--- src/rtl/ulpi_pkg.sv ---
// Shared definitions for the ULPI register-access scheduler: FSM encoding,
// ULPI register map constants and parameter defaults.
package ulpi_pkg;

    typedef enum logic [1:0] {
        S_IDLE    = 2'd0,
        S_ISSUE   = 2'd1,
        S_BACKOFF = 2'd2,
        S_RESP    = 2'd3
    } sched_state_e;

    localparam logic [5:0] ULPI_VENDOR_ID_LO = 6'h00;
    localparam logic [5:0] ULPI_PRODUCT_ID_LO = 6'h02;
    localparam logic [5:0] ULPI_FUNC_CTRL    = 6'h04;
    localparam logic [5:0] ULPI_IFC_CTRL     = 6'h07;
    localparam logic [5:0] ULPI_OTG_CTRL     = 6'h0A;
    localparam logic [5:0] ULPI_SCRATCH      = 6'h16;

    localparam int MAX_RETRY_DEF   = 3;
    localparam int BACKOFF_CYC_DEF = 4;
    localparam int TIMEOUT_CYC_DEF = 255;

    // Bits needed to hold the values 0..n.
    function automatic int cnt_w(input int n);
        return (n < 2) ? 1 : $clog2(n + 1);
    endfunction

endpackage

--- src/rtl/ulpi_reg_sched_if.sv ---
// Request-side and ULPI-side signal bundle of the register scheduler.
// master = requesters plus PHY model; slave = the scheduler itself.
interface ulpi_reg_sched_if;
    logic       REQ0_VALID;
    logic       REQ0_RW;
    logic [5:0] REQ0_ADDR;
    logic [7:0] REQ0_WDATA;
    logic       REQ0_ACK;
    logic       REQ0_FAIL;
    logic [7:0] REQ0_RDATA;

    logic       REQ1_VALID;
    logic       REQ1_RW;
    logic [5:0] REQ1_ADDR;
    logic [7:0] REQ1_WDATA;
    logic       REQ1_ACK;
    logic       REQ1_FAIL;
    logic [7:0] REQ1_RDATA;

    logic       REG_EN;
    logic       REG_RW;
    logic [5:0] REG_ADDR;
    logic [7:0] REG_DATA_I;
    logic [7:0] REG_DATA_O;
    logic       REG_DONE;
    logic       REG_FAIL;
    logic       READY;
    logic       BUSY;

    modport master (
        output REQ0_VALID, REQ0_RW, REQ0_ADDR, REQ0_WDATA,
        output REQ1_VALID, REQ1_RW, REQ1_ADDR, REQ1_WDATA,
        output REG_DATA_O, REG_DONE, REG_FAIL, READY,
        input  REQ0_ACK, REQ0_FAIL, REQ0_RDATA,
        input  REQ1_ACK, REQ1_FAIL, REQ1_RDATA,
        input  REG_EN, REG_RW, REG_ADDR, REG_DATA_I, BUSY
    );

    modport slave (
        input  REQ0_VALID, REQ0_RW, REQ0_ADDR, REQ0_WDATA,
        input  REQ1_VALID, REQ1_RW, REQ1_ADDR, REQ1_WDATA,
        input  REG_DATA_O, REG_DONE, REG_FAIL, READY,
        output REQ0_ACK, REQ0_FAIL, REQ0_RDATA,
        output REQ1_ACK, REQ1_FAIL, REQ1_RDATA,
        output REG_EN, REG_RW, REG_ADDR, REG_DATA_I, BUSY
    );
endinterface

--- src/rtl/ulpi_rr_arb2.sv ---
// Two-port round-robin arbiter: one-hot grant, remembers the last port that
// was actually taken so simultaneous requests alternate.
module ulpi_rr_arb2 (
    input  logic       CLK_60M,
    input  logic       NRST_A_USB,
    input  logic [1:0] req_i,
    input  logic       take_i,
    output logic [1:0] gnt_o
);

    logic last_q;
    logic last_d;

    always_comb begin
        gnt_o = req_i;
        if (req_i == 2'b11) begin
            gnt_o = last_q ? 2'b01 : 2'b10;
        end
        last_d = last_q;
        if (take_i && (req_i != 2'b00)) begin
            last_d = gnt_o[1];
        end
    end

    // Last-grant resets to port 1 so port 0 wins the first contest.
    always_ff @(posedge CLK_60M or negedge NRST_A_USB) begin
        if (!NRST_A_USB) begin
            last_q <= 1'b1;
        end else begin
            last_q <= last_d;
        end
    end

endmodule

--- src/rtl/ulpi_reg_sched.sv ---
// ULPI register-access scheduler: arbitrates two requesters, retries on
// REG_FAIL with backoff. Optional per-attempt timeout: ULPI_SCHED_TIMEOUT_EN.
//
//  state     | meaning
//  S_IDLE    | waiting for READY and a valid request
//  S_ISSUE   | REG_EN high, waiting for REG_DONE / REG_FAIL
//  S_BACKOFF | REG_EN low between a REG_FAIL and its retry
//  S_RESP    | ACK pulse to the granted requester
module ulpi_reg_sched
    import ulpi_pkg::*;
#(
    parameter int MAX_RETRY   = MAX_RETRY_DEF,
    parameter int BACKOFF_CYC = BACKOFF_CYC_DEF,
    parameter int TIMEOUT_CYC = TIMEOUT_CYC_DEF
) (
    input  logic            CLK_60M,
    input  logic            NRST_A_USB,
    ulpi_reg_sched_if.slave bus
);

    localparam int RTY_W = cnt_w(MAX_RETRY);
    localparam int BO_W  = cnt_w(BACKOFF_CYC);
    localparam logic [RTY_W-1:0] RTY_MAX = RTY_W'(MAX_RETRY);
    localparam logic [BO_W-1:0]  BO_LOAD = BO_W'(BACKOFF_CYC - 1);

    sched_state_e     state_q;
    logic             grant_q;
    logic             rw_q;
    logic [5:0]       addr_q;
    logic [7:0]       wdata_q;
    logic [RTY_W-1:0] retry_q;
    logic [BO_W-1:0]  bo_q;
    logic             reg_en_q;
    logic             busy_q;
    logic             ack0_q, ack1_q, fail0_q, fail1_q;
    logic [7:0]       rdata0_q, rdata1_q;

    logic [1:0] gnt;
    logic       end_ok, end_bad, retry_go, fin, tmo_hit;
    logic [7:0] fin_rdata;

    ulpi_rr_arb2 u_arb (
        .CLK_60M    (CLK_60M),
        .NRST_A_USB (NRST_A_USB),
        .req_i      ({bus.REQ1_VALID, bus.REQ0_VALID}),
        .take_i     ((state_q == S_IDLE) && bus.READY),
        .gnt_o      (gnt)
    );

`ifdef ULPI_SCHED_TIMEOUT_EN
    localparam int TMO_W = cnt_w(TIMEOUT_CYC);
    localparam logic [TMO_W-1:0] TMO_LOAD = TMO_W'(TIMEOUT_CYC - 1);
    logic [TMO_W-1:0] tmo_q;
    assign tmo_hit = (tmo_q == '0);
`else
    logic unused_tmo;
    assign unused_tmo = (TIMEOUT_CYC != 0);
    assign tmo_hit    = 1'b0;
`endif

    // DONE wins over everything; READY loss aborts without retry.
    always_comb begin
        end_ok   = 1'b0;
        end_bad  = 1'b0;
        retry_go = 1'b0;
        if (state_q == S_ISSUE) begin
            if (bus.REG_DONE) begin
                end_ok = 1'b1;
            end else if (!bus.READY) begin
                end_bad = 1'b1;
            end else if (bus.REG_FAIL) begin
                if (retry_q < RTY_MAX) retry_go = 1'b1;
                else                   end_bad  = 1'b1;
            end else if (tmo_hit) begin
                end_bad = 1'b1;
            end
        end else if ((state_q == S_BACKOFF) && !bus.READY && (bo_q != '0)) begin
            end_bad = 1'b1;
        end
    end

    assign fin       = end_ok | end_bad;
    assign fin_rdata = rw_q ? wdata_q : (end_ok ? bus.REG_DATA_O : 8'h00);

    always_ff @(posedge CLK_60M or negedge NRST_A_USB) begin
        if (!NRST_A_USB) begin
            state_q  <= S_IDLE;
            grant_q  <= 1'b0;
            rw_q     <= 1'b0;
            addr_q   <= '0;
            wdata_q  <= '0;
            retry_q  <= '0;
            bo_q     <= '0;
`ifdef ULPI_SCHED_TIMEOUT_EN
            tmo_q    <= '0;
`endif
            reg_en_q <= 1'b0;
            busy_q   <= 1'b0;
            ack0_q   <= 1'b0;
            ack1_q   <= 1'b0;
            fail0_q  <= 1'b0;
            fail1_q  <= 1'b0;
            rdata0_q <= '0;
            rdata1_q <= '0;
        end else begin
            ack0_q  <= fin && !grant_q;
            ack1_q  <= fin && grant_q;
            fail0_q <= end_bad && !grant_q;
            fail1_q <= end_bad && grant_q;
            if (fin && !grant_q) rdata0_q <= fin_rdata;
            if (fin && grant_q)  rdata1_q <= fin_rdata;

            case (state_q)
                S_IDLE: begin
                    if (bus.READY && (gnt != 2'b00)) begin
                        grant_q  <= gnt[1];
                        rw_q     <= gnt[1] ? bus.REQ1_RW    : bus.REQ0_RW;
                        addr_q   <= gnt[1] ? bus.REQ1_ADDR  : bus.REQ0_ADDR;
                        wdata_q  <= gnt[1] ? bus.REQ1_WDATA : bus.REQ0_WDATA;
                        retry_q  <= '0;
`ifdef ULPI_SCHED_TIMEOUT_EN
                        tmo_q    <= TMO_LOAD;
`endif
                        reg_en_q <= 1'b1;
                        busy_q   <= 1'b1;
                        state_q  <= S_ISSUE;
                    end
                end
                S_ISSUE: begin
                    if (fin) begin
                        reg_en_q <= 1'b0;
                        state_q  <= S_RESP;
                    end else if (retry_go) begin
                        reg_en_q <= 1'b0;
                        retry_q  <= retry_q + 1'b1;
                        bo_q     <= BO_LOAD;
                        state_q  <= S_BACKOFF;
                    end
`ifdef ULPI_SCHED_TIMEOUT_EN
                    else begin
                        tmo_q <= tmo_q - 1'b1;
                    end
`endif
                end
                S_BACKOFF: begin
                    if (fin) begin
                        state_q <= S_RESP;
                    end else if (bo_q != '0) begin
                        bo_q <= bo_q - 1'b1;
                    end else if (bus.READY) begin
`ifdef ULPI_SCHED_TIMEOUT_EN
                        tmo_q    <= TMO_LOAD;
`endif
                        reg_en_q <= 1'b1;
                        state_q  <= S_ISSUE;
                    end
                end
                S_RESP: begin
                    busy_q  <= 1'b0;
                    state_q <= S_IDLE;
                end
                default: begin
                    busy_q  <= 1'b0;
                    state_q <= S_IDLE;
                end
            endcase
        end
    end

    assign bus.REG_EN     = reg_en_q;
    assign bus.REG_RW     = rw_q;
    assign bus.REG_ADDR   = addr_q;
    assign bus.REG_DATA_I = wdata_q;
    assign bus.BUSY       = busy_q;
    assign bus.REQ0_ACK   = ack0_q;
    assign bus.REQ0_FAIL  = fail0_q;
    assign bus.REQ0_RDATA = rdata0_q;
    assign bus.REQ1_ACK   = ack1_q;
    assign bus.REQ1_FAIL  = fail1_q;
    assign bus.REQ1_RDATA = rdata1_q;

endmodule

--- src/flat_wrapper.sv ---
// flat-port wrapper written by rule: the top's interface ports become plain ports
module ulpi_reg_sched_flat import ulpi_pkg::*;
#(
    parameter int MAX_RETRY   = MAX_RETRY_DEF,
    parameter int BACKOFF_CYC = BACKOFF_CYC_DEF,
    parameter int TIMEOUT_CYC = TIMEOUT_CYC_DEF
)
  (CLK_60M, NRST_A_USB, bus_REQ0_VALID, bus_REQ0_RW, bus_REQ0_ADDR, bus_REQ0_WDATA, bus_REQ1_VALID, bus_REQ1_RW, bus_REQ1_ADDR, bus_REQ1_WDATA, bus_REG_DATA_O, bus_REG_DONE, bus_REG_FAIL, bus_READY, bus_REQ0_ACK, bus_REQ0_FAIL, bus_REQ0_RDATA, bus_REQ1_ACK, bus_REQ1_FAIL, bus_REQ1_RDATA, bus_REG_EN, bus_REG_RW, bus_REG_ADDR, bus_REG_DATA_I, bus_BUSY);
  ulpi_reg_sched_if bus_i ();
  input  logic CLK_60M;
  input  logic NRST_A_USB;
  input wire logic [$bits(bus_i.REQ0_VALID)-1:0] bus_REQ0_VALID;
  input wire logic [$bits(bus_i.REQ0_RW)-1:0] bus_REQ0_RW;
  input wire logic [$bits(bus_i.REQ0_ADDR)-1:0] bus_REQ0_ADDR;
  input wire logic [$bits(bus_i.REQ0_WDATA)-1:0] bus_REQ0_WDATA;
  input wire logic [$bits(bus_i.REQ1_VALID)-1:0] bus_REQ1_VALID;
  input wire logic [$bits(bus_i.REQ1_RW)-1:0] bus_REQ1_RW;
  input wire logic [$bits(bus_i.REQ1_ADDR)-1:0] bus_REQ1_ADDR;
  input wire logic [$bits(bus_i.REQ1_WDATA)-1:0] bus_REQ1_WDATA;
  input wire logic [$bits(bus_i.REG_DATA_O)-1:0] bus_REG_DATA_O;
  input wire logic [$bits(bus_i.REG_DONE)-1:0] bus_REG_DONE;
  input wire logic [$bits(bus_i.REG_FAIL)-1:0] bus_REG_FAIL;
  input wire logic [$bits(bus_i.READY)-1:0] bus_READY;
  output wire logic [$bits(bus_i.REQ0_ACK)-1:0] bus_REQ0_ACK;
  output wire logic [$bits(bus_i.REQ0_FAIL)-1:0] bus_REQ0_FAIL;
  output wire logic [$bits(bus_i.REQ0_RDATA)-1:0] bus_REQ0_RDATA;
  output wire logic [$bits(bus_i.REQ1_ACK)-1:0] bus_REQ1_ACK;
  output wire logic [$bits(bus_i.REQ1_FAIL)-1:0] bus_REQ1_FAIL;
  output wire logic [$bits(bus_i.REQ1_RDATA)-1:0] bus_REQ1_RDATA;
  output wire logic [$bits(bus_i.REG_EN)-1:0] bus_REG_EN;
  output wire logic [$bits(bus_i.REG_RW)-1:0] bus_REG_RW;
  output wire logic [$bits(bus_i.REG_ADDR)-1:0] bus_REG_ADDR;
  output wire logic [$bits(bus_i.REG_DATA_I)-1:0] bus_REG_DATA_I;
  output wire logic [$bits(bus_i.BUSY)-1:0] bus_BUSY;
  assign bus_i.REQ0_VALID = bus_REQ0_VALID;
  assign bus_i.REQ0_RW = bus_REQ0_RW;
  assign bus_i.REQ0_ADDR = bus_REQ0_ADDR;
  assign bus_i.REQ0_WDATA = bus_REQ0_WDATA;
  assign bus_i.REQ1_VALID = bus_REQ1_VALID;
  assign bus_i.REQ1_RW = bus_REQ1_RW;
  assign bus_i.REQ1_ADDR = bus_REQ1_ADDR;
  assign bus_i.REQ1_WDATA = bus_REQ1_WDATA;
  assign bus_i.REG_DATA_O = bus_REG_DATA_O;
  assign bus_i.REG_DONE = bus_REG_DONE;
  assign bus_i.REG_FAIL = bus_REG_FAIL;
  assign bus_i.READY = bus_READY;
  assign bus_REQ0_ACK = bus_i.REQ0_ACK;
  assign bus_REQ0_FAIL = bus_i.REQ0_FAIL;
  assign bus_REQ0_RDATA = bus_i.REQ0_RDATA;
  assign bus_REQ1_ACK = bus_i.REQ1_ACK;
  assign bus_REQ1_FAIL = bus_i.REQ1_FAIL;
  assign bus_REQ1_RDATA = bus_i.REQ1_RDATA;
  assign bus_REG_EN = bus_i.REG_EN;
  assign bus_REG_RW = bus_i.REG_RW;
  assign bus_REG_ADDR = bus_i.REG_ADDR;
  assign bus_REG_DATA_I = bus_i.REG_DATA_I;
  assign bus_BUSY = bus_i.BUSY;
  ulpi_reg_sched #(.MAX_RETRY(MAX_RETRY), .BACKOFF_CYC(BACKOFF_CYC), .TIMEOUT_CYC(TIMEOUT_CYC)) u_core (.CLK_60M(CLK_60M), .NRST_A_USB(NRST_A_USB), .bus(bus_i));
endmodule
--- config.mk ---
export PLATFORM = sky130hd
export DESIGN_NAME = ulpi_reg_sched_flat
export DESIGN_NICKNAME = d
export VERILOG_FILES = /design/src/rtl/ulpi_pkg.sv /design/src/rtl/ulpi_reg_sched_if.sv /design/src/rtl/ulpi_rr_arb2.sv /design/src/rtl/ulpi_reg_sched.sv /design/src/flat_wrapper.sv
export SDC_FILE = /design/constraint.sdc
export NUM_CORES = 1
export LEC_CHECK = 0
export ABC_AREA = 1
export CAP_MARGIN = 20
export CORE_MARGIN = 10
export CORE_UTILIZATION = 29
export DETAILED_ROUTE_END_ITERATION = 6
export GPL_ROUTABILITY_DRIVEN = 0
export PLACE_DENSITY = 0.56
export RECOVER_POWER = 100
export SYNTH_ARGS = -nofsm -noshare
export SYNTH_HDL_FRONTEND = slang
export SYNTH_SLANG_ARGS = --single-unit
--- constraint.sdc ---
create_clock -name CLK_60M -period 1.7 [get_ports CLK_60M]
set_clock_uncertainty 0.05 [all_clocks]
set_input_delay 0.51 -clock CLK_60M [delete_from_list [all_inputs] [get_ports CLK_60M]]
set_output_delay 0.51 -clock CLK_60M [all_outputs]
set_load 0.01 [all_outputs]
==> results.json, run 1 <==
{
  "rsz0062_at_grt": "yes",
  "area_growth_pct": 51.9,
  "crit_type": "input port to flip-flop",
  "p_leak_uw": 0.00168,
  "cts_tree": "built",
  "diodes": 0,
  "synth_top_cell_by_area": "dfrtp_1",
  "clock-sinks": 46,
  "slew-limit-headroom_pct": 30.4,
  "drtAntennaViolNets": 0,
  "final_cell_mix": "73 x nand2_1, 45 x dfrtp_1, 40 x clkdlybuf4s50_1, 37 x dlygate4sd2_1, 31 x nor2_1",
  "synth_ff_type": "dfrtp_1",
  "hpwl_um": 4840,
  "hold_buffers": 0,
  "arrival_ns": 1.81,
  "worstReg2RegStart": "u_core.state_q[0]$_DFFE_PN0P_",
  "drt-total-wl_um": 6400,
  "ys_types": 27,
  "yosysWarnings": 0,
  "slew_violations": 0,
  "htreeDepth": 2,
  "grt_max_degree": 27,
  "fp.dieArea_um2": 11500,
  "overflow": 0,
  "synth.avg_cell_area_um2": 8.48,
  "r2r_cells": 10,
  "io_pins": 82,
  "fin_ws_ns": 0.0739,
  "worst_hold_slack_ns": 0.316,
  "hold_viol_final": 0,
  "cpPeakStageDelay_ns": 0.55,
  "outcome": "finished, final reports clean",
  "cts_buffers": 5,
  "slowest_stage": "clkdlybuf4s50_1",
  "critPathMaxFanout": 17,
  "reg2reg_setup_slack_ns": 0.11,
  "via_per_inst": 4.39,
  "setup_tns_ns": 0,
  "clkLatencyLatePin_ns": 0.30,
  "path_cells": "clkdlybuf4s50_1 > inv_1 > nand2_1 > nand2_1 > nand2_4 > nand2_4 > nand2_4 > nand2_1 > o21ai_2",
  "r2r-end": "u_core.bus.REQ0_RDATA[3]$_DFFE_PN0P_",
  "drive_gt1_share_pct": 17.1,
  "mostFrequentLayoutCell": "nand2_1",
  "vias": 2024,
  "synth_seq_cells": 46,
  "antenna_found_initial": 0,
  "track_usage_pct": 10.8,
  "layout_min_cycle_time_ns": 1.63,
  "period_share_pct": 95.7,
  "cp_data_required_time_ns": 1.88,
  "nets": 409,
  "start_kind": "input port",
  "ir_worst_vdd_uv": 492,
  "drtIter0Drc": 64,
  "worst_pin_slew_ns": 1.04,
  "syn_area_um2": 2210,
  "synthCells": 261,
  "ctsRootBufferMaster": "clkbuf_8",
  "end_kind": "flip-flop",
  "utilization_pct": 45.9,
  "ys_seq_area_share_pct": 52.1,
  "setup_viol": 0,
  "power_density_nw_per_um2": 1560,
  "dr.pass1.iters": 4,
  "synth.top_cell.area_share_pct": 50.9,
  "syn_nets": 309,
  "fmax_ghz": 0.615,
  "die_w_um": 107,
  "io_buffers": 81,
  "wire_per_inst_um": 13.9,
  "start_util_pct": 30.2,
  "clk_path_buf_depth": 2,
  "clk_pin_slew_ns": 0.09,
  "rows": 31,
  "maxCapViolations": 0,
  "grt_pass1_wl_um": 10200,
  "dp_worst_setup_slack_ns": -0.378,
  "async_flop_share_pct": 100,
  "drc": 0,
  "die_h_um": 107,
  "grt_pass1_vias": 2102,
  "synth_edf_count": 0,
  "ys_top_cells_by_area": "dfrtp_1 51%, nand2_1 13%, o21ai_0 6.3%, o21ai_2 5.9%, nor2_1 5.6%",
  "min_path_type": "input port to async pin",
  "core_region_area_um2": 7330
}
power breakdown:
group / internal [uW] / switching, uW
sequential: 1560 / 293
combinational: 1170 / 1550
clock: 290 / 392
total: 3020 / 2230
stage by stage:
step	cell area, um2	instances	power (uW)
3_5_place_dp	3250	450	4840
4_1_cts	3320	459	5290
2_1_floorplan	2210	261	3450
6_report	3360	461	5250
5_1_grt	3360	461	5740
3_3_place_gp	3250	450	4790
area by class of cell:
cell class / count / area (um2)
inverter: 18 / 72.6
multi-input combinational: 189 / 958
clock buffer: 5 / 68.8
tap: 99 / 124
timing repair inverter: 1 / 5.00
clock inverter: 3 / 21.3
timing repair buffer: 100 / 960
fill: 746 / 3970
sequential: 46 / 1150
cells in the mapped netlist (2+ instances only):
master	instances
a21oi_1	8
buf_2	4
buf_6	2
clkbuf_1	2
dfrtp_1	45
ha_1	3
inv_1	15
inv_2	2
nand2_1	75
nand2_4	4
nand3_1	5
nor2_1	33
nor2_2	2
o21ai_0	28
o21ai_1	7
o21ai_2	15
worst max path at each step:
stage	end	startpoint	cells after the start
floorplan	u_core.bus.REG_DATA_I[2]$_DFFE_PN0P_	bus_READY	8
global placement	u_core.bus.REG_ADDR[3]$_DFFE_PN0P_	bus_READY	8
detailed placement	u_core.bus.REG_ADDR[2]$_DFFE_PN0P_	bus_READY	8
CTS	u_core.bus.REG_DATA_I[0]$_DFFE_PN0P_	bus_READY	9
global route	u_core.bus.REQ1_RDATA[2]$_DFFE_PN0P_	u_core.bo_q[0]$_DFFE_PN0P_	10
finish	u_core.bus.REQ0_RDATA[3]$_DFFE_PN0P_	bus_REG_DONE	9
worst max-delay path: cells and delay by family:
family	cells	cell delay, ns
AND/OR/NAND/NOR	6	0.62
buffers and inverters	2	0.60
AO/OA/AOI/OAI	1	0.07
kinds of logic after synthesis:
group	Yosys count	share of synthesized area (%)
fa+ha+maj	3	1.70
compound gates	62	17.0
buf+inv	26	5.31
flops	46	52.1
simple gates	124	23.9
timing repair:
action	CTS	global route
setup endpoints to repair	51	31
gates resized for setup	41	15
pin swaps	1	1
cloned	0	2
buffers inserted	1	0
metal layers:
metal	global-route usage, %	wire length (um)
met1	12.8	2870
met2	17.6	3000
met3	4.07	478
met4	3.44	54
met5	0	0
state kept, by name (all words and copies together), names as in the netlist, 2 cells and up:
name,flops
u_core.bus.REG_DATA_I,8
u_core.bus.REQ0_RDATA,8
u_core.bus.REQ1_RDATA,8
u_core.bus.REG_ADDR,6
u_core.bo_q,3
u_core.retry_q,2
u_core.state_q,2
Note: power is estimated with default switching activity, not from simulation.
==> inputs of run 2 (changes only) <==
--- a/config.mk
+++ b/config.mk
@@ -13,6 +13,7 @@
 export GPL_ROUTABILITY_DRIVEN = 0
 export PLACE_DENSITY = 0.56
 export RECOVER_POWER = 100
+export SLEW_MARGIN = 15
 export SYNTH_ARGS = -nofsm -noshare
 export SYNTH_HDL_FRONTEND = slang
 export SYNTH_SLANG_ARGS = --single-unit
==> results of run 2 <==
Same layout as run 1: the final DEF is identical, and so are final timing and power.
==> inputs of run 3 (changes only) <==
--- a/config.mk
+++ b/config.mk
@@ -11,7 +11,7 @@
 export CORE_UTILIZATION = 29
 export DETAILED_ROUTE_END_ITERATION = 6
 export GPL_ROUTABILITY_DRIVEN = 0
-export PLACE_DENSITY = 0.56
+export PLACE_DENSITY = 0.65
 export RECOVER_POWER = 100
 export SLEW_MARGIN = 15
 export SYNTH_ARGS = -nofsm -noshare
==> run 3 against run 2 <==
  * First-iteration DRC count fell by 1.6%
  * Fmax up 1.7%
  * Design area decreased by 1.1%
  * Die area did not move
  * Register-to-register slack better by 0.02 ns
==> results.json, run 3 (synthesis results as in run 1) <==
{
  "p_int_uw": 3050,
  "cpPeakStageDelay_ns": 0.43,
  "rsz0062_at_grt": "no",
  "slew-limit-headroom_pct": 23.8,
  "drive_gt1_share_pct": 16.0,
  "maxCapViolations": 0,
  "grt_pass1_wl_um": 10300,
  "core_region_area_um2": 7330,
  "clk_path_buf_depth": 2,
  "critical-path-top-delay-family": "flip-flops",
  "fmax_ghz": 0.625,
  "power_density_nw_per_um2": 1590,
  "hold_viol_final": 0,
  "dp_worst_setup_slack_ns": -0.398,
  "drt-total-wl_um": 6490,
  "io_pins": 82,
  "nets": 409,
  "drc": 0,
  "worst_hold_slack_ns": 0.431,
  "via_per_inst": 4.46,
  "track_usage_pct": 10.9,
  "clkPwrFrac_pct": 13.9,
  "htreeDepth": 2,
  "grt_max_degree": 47,
  "cp_data_required_time_ns": 1.14,
  "clk_pin_slew_ns": 0.09,
  "path_cells": "dlygate4sd2_1",
  "die_h_um": 107,
  "drtIter0Drc": 63,
  "slowest_stage": "dfrtp_1",
  "period_share_pct": 94.1,
  "path_buf_inv": 1,
  "clkLatencyLatePin_ns": 0.30,
  "diodes": 0,
  "mostFrequentLayoutCell": "nand2_1",
  "antenna_found_initial": 0,
  "outcome": "finished, final reports clean",
  "rows": 31,
  "area_growth_pct": 50.3,
  "setup_viol": 0,
  "seqPwrFrac_pct": 35.4,
  "ctsRootBufferMaster": "clkbuf_8",
  "cts_buffers": 5,
  "cp-startpoint": "u_core.bus.REG_DATA_I[7]$_DFFE_PN0P_",
  "drtAntennaViolNets": 0,
  "min_path_type": "flip-flop to flip-flop",
  "p_switching_uw": 2250,
  "utilization_pct": 45.4,
  "end_kind": "output port",
  "final_cell_mix": "74 x nand2_1, 45 x dfrtp_1, 40 x clkdlybuf4s50_1, 38 x dlygate4sd2_1, 35 x o21ai_0",
  "slew_violations": 0,
  "hpwl_um": 4850,
  "start_kind": "flip-flop",
  "arrival_ns": 1.04,
  "clock-sinks": 46,
  "ir_worst_vdd_uv": 460,
  "vias": 2058,
  "wire_per_inst_um": 14.1,
  "start_util_pct": 30.2,
  "dr.pass1.iters": 4,
  "worstReg2RegStart": "u_core.bo_q[0]$_DFFE_PN0P_",
  "grt_pass1_vias": 2063,
  "worst_pin_slew_ns": 1.14,
  "die_w_um": 107,
  "p_leak_uw": 0.00164,
  "overflow": 0,
  "fin_ws_ns": 0.100,
  "combPwrFrac_pct": 50.7,
  "hold_buffers": 0,
  "fp.dieArea_um2": 11500,
  "cts_tree": "built",
  "hold_start": "u_core.u_arb.last_q$_DFFE_PN1P_",
  "critPathMaxFanout": 3,
  "io_buffers": 81,
  "layout_min_cycle_time_ns": 1.60,
  "crit_type": "flip-flop to output port",
  "p_sw_share_pct": 42.5
}
==> run 3: cell count changes in the layout (fill, tap and decap cells not counted), moves of 2 or more <==
| cell | delta |
|---|---|
| o21ai_0 | +6 |
| o21ai_2 | -5 |
| buf_12 | -2 |
| buf_2 | +2 |
| clkbuf_1 | -2 |
| clkbuf_4 | +2 |
| nand2_4 | -2 |
| nand2_8 | +2 |
==> run 3: final cells by class <==
class,instances,area (um2)
Clock buffer,6,82.6
Timing Repair Buffer,100,913
Clock inverter,2,16.3
Timing Repair inverter,1,5.00
Multi-Input combinational cell,189,960
Tap cell,99,124
Sequential cell,46,1150
Inverter,18,72.6
Fill cell,766,4010
==> run 3: repair_timing <==
| item | CTS | global route |
|---|---|---|
| buffers inserted | 1 | 0 |
| endpoints found under the hold margin | 0 | 0 |
| resized for setup | 43 | 9 |
| cloned | 0 | 1 |
| endpoints found under the setup margin | 51 | 28 |
| pin swaps | 1 | 1 |
==> run 3: metal layers <==
layer | vias up | track usage (%) | part of all wire (%)
li1 | 1038 | - | -
met5 | - | 0 | 0
met4 | 0 | 3.44 | 1.2
met1 | 950 | 12.6 | 42
met2 | 64 | 17.7 | 48
met3 | 6 | 4.79 | 8.7
==> run 3: power groups by stage <==
| stage | clock (uW) | sequential [uW] | combinational, uW |
|---|---|---|---|
| floorplan | 0 | 2010 | 1440 |
| global placement | 0 | 1880 | 2920 |
| finish | 735 | 1880 | 2690 |
| detailed placement | 0 | 1900 | 2960 |
| CTS | 753 | 1870 | 2750 |
| global route | 793 | 1940 | 3040 |
==> run 3: worst paths after layout <==
path,end,slack [ns],depth (start not counted)
setup reg to reg,u_core.bus.REQ0_RDATA[6]$_DFFE_PN0P_,0.13,10
max in group asynchronous,u_core.bus.REQ1_RDATA[7]$_DFFE_PN0P_,0.45,2
min in group asynchronous,u_core.bus.REG_EN$_DFFE_PN0P_,0.45,2
hold / removal,u_core.u_arb.last_q$_DFFE_PN1P_,0.43,2
hold reg to reg,u_core.u_arb.last_q$_DFFE_PN1P_,0.43,2
setup / recovery,bus_REG_DATA_I[7],0.10,1
==> run 3: stage by stage <==
| step | instances | cell area (um2) | setup TNS [ns] | total power (uW) |
|---|---|---|---|---|
| after global placement | 451 | 3250 | -10.91 | 4810 |
| after CTS | 460 | 3340 | 0 | 5370 |
| final | 461 | 3330 | 0 | 5300 |
| after floorplan | 261 | 2210 | 0 | 3450 |
| after global routing | 461 | 3330 | 0 | 5770 |
| after detailed placement | 451 | 3250 | -11.79 | 4860 |
==> RTL edit: new RTL, settings of run 1 <==
Change the package constant `MAX_RETRY_DEF` from 3 to 5.
--- a/src/rtl/ulpi_pkg.sv
+++ b/src/rtl/ulpi_pkg.sv
@@ -17,5 +17,5 @@
     localparam logic [5:0] ULPI_SCRATCH      = 6'h16;
 
-    localparam int MAX_RETRY_DEF   = 3;
+    localparam int MAX_RETRY_DEF   = 5;
     localparam int BACKOFF_CYC_DEF = 4;
     localparam int TIMEOUT_CYC_DEF = 255;
Check against the original RTL: no difference found for any inputs over 10 cycles, from zero or initial values and one cycle with NRST_A_USB low; that may be too few to reach the edited logic, so the function may still have changed.
==> RTL edit against run 1 <==
Non-clock buffer count is 1 lower. Total power is 2.0% higher. Sequential cell count is 1 higher. Setup slack worse by 16 ps. Area after synthesis is 1.0% higher. Routed wire length is 2.3% higher. Final area is 0.78% higher. Largest cell class unchanged.
==> RTL edit: results <==
run_status:
  status: "completed"
synth:
  syn_nets: 311
  synth-compound-area-share_pct: 17.5
  synth_seq_area_share_pct: 52.7
  synth.area.top_cells: "dfrtp_1 (51%), nand2_1 (12%), o21ai_0 (8.3%)"
  synth_xor_area_share_pct: 0.783
  synth_cell_types: 24
  synthAdderAreaFrac_pct: 1.68
  yosysWarnings: 0
  syn_inst: 263
  async_flop_share_pct: 100
  synth_common_cells: "nand2_1 (74), dfrtp_1 (46), o21ai_0 (37)"
hold_path:
  hold_class: "reg -> reg"
  hp-start: "u_core.u_arb.last_q$_DFFE_PN1P_"
clock_tree:
  clk_pin_slew_worst_paths_ps: 90
  cts_resized: 38
  clk-insertion-delay-late_ps: 300
  post_cts_buffers: 1
  root_buffer: "clkbuf_8"
  cts_buffers: 5
  htree_num_levels: 2
setup_path:
  worstPathArrival_ps: 1780
  worst-path-max-fanout: 8
  rr_startpoint: "u_core.state_q[1]$_DFFE_PN0P_"
  startpoint: "bus_REQ0_VALID"
global_routing:
  grtUsageMet3_pct: 4.85
  grt_pass1_wl_um: 10400
  grt_max_degree: 48
  first_global_vias: 2093
  grt_use_total_pct: 11.0
  grt_use_met1_pct: 12.9
  met2_usage_pct: 17.6
run:
  drv_cap: 0
routing:
  highest_layer: "met4"
  wl_met3_um: 598
  drt_wl_total_um: 6550
  wl_met1_um: 2900
  met2_length_um: 2970
  vias: 2040
  drtIter0Drc: 78
power:
  ir_drop_mv: 0.525
  leakagePower_nw: 1.65
place:
  placedCellCount: 452
  placed_area_um2: 3280
  place_ws_ps: -315
  dp_hpwl_um: 5010
layout:
  nets: 410
  instances_no_fill: 462
  nFillCells: 754
  drive_gt1_share_pct: 17.9
sta:
  worst_slew_pin_slew_ps: 1160
## RTL edit: critical path, cell delays in order
cell and delay (ps):
clkdlybuf4s50_1 480, buf_4 100, nand2_1 50, nand2_2 140, clkinvlp_4 220, o21ai_0 190
o21ai_0 90
## RTL edit: cells by family (layout without fill, tap and decap cells)
kind of cell,count (synthesis),in the layout
AND/OR/NAND/NOR,119,119
AO/OA/AOI/OAI,65,65
flip-flops,47,47
buffers and inverters,27,127
adder cells (fa/ha/maj),3,3
XOR/XNOR,2,2
## RTL edit: worst paths after layout
path / end / slack (ps) / cells past startpoint
worst min register to register: u_core.u_arb.last_q$_DFFE_PN1P_ / 430 / 2
max in group asynchronous: u_core.retry_q[1]$_DFFE_PN0P_ / 430 / 2
worst max-delay path: u_core.bus.REG_DATA_I[6]$_DFFE_PN0P_ / 60 / 7
worst max register to register: u_core.bo_q[1]$_DFFE_PN0P_ / 150 / 10
worst min-delay path: u_core.u_arb.last_q$_DFFE_PN1P_ / 430 / 2
min in group asynchronous: u_core.bus.BUSY$_DFFE_PN0P_ / 440 / 2
## RTL edit: final cells by class
cell class                 instances  area [µm²]  area share, %
tap                               99         124           3.66
sequential                        47        1180           34.7
timing repair inverter             1        7.51          0.222
clock inverter                     3        25.0          0.739
clock buffer                       5        68.8           2.03
timing repair buffer              99         920           27.1
inverter                          19        75.1           2.22
multi-input combinational        189         991           29.2
## RTL edit: report_power, final
group / leakage (nW) / total (mW) / switching (mW) / internal [mW]
Clock: 0.0443 / 0.699 / 0.404 / 0.295
Sequential: 0.599 / 1.91 / 0.320 / 1.59
Combinational: 1.01 / 2.74 / 1.55 / 1.19
Total: 1.65 / 5.35 / 2.28 / 3.08
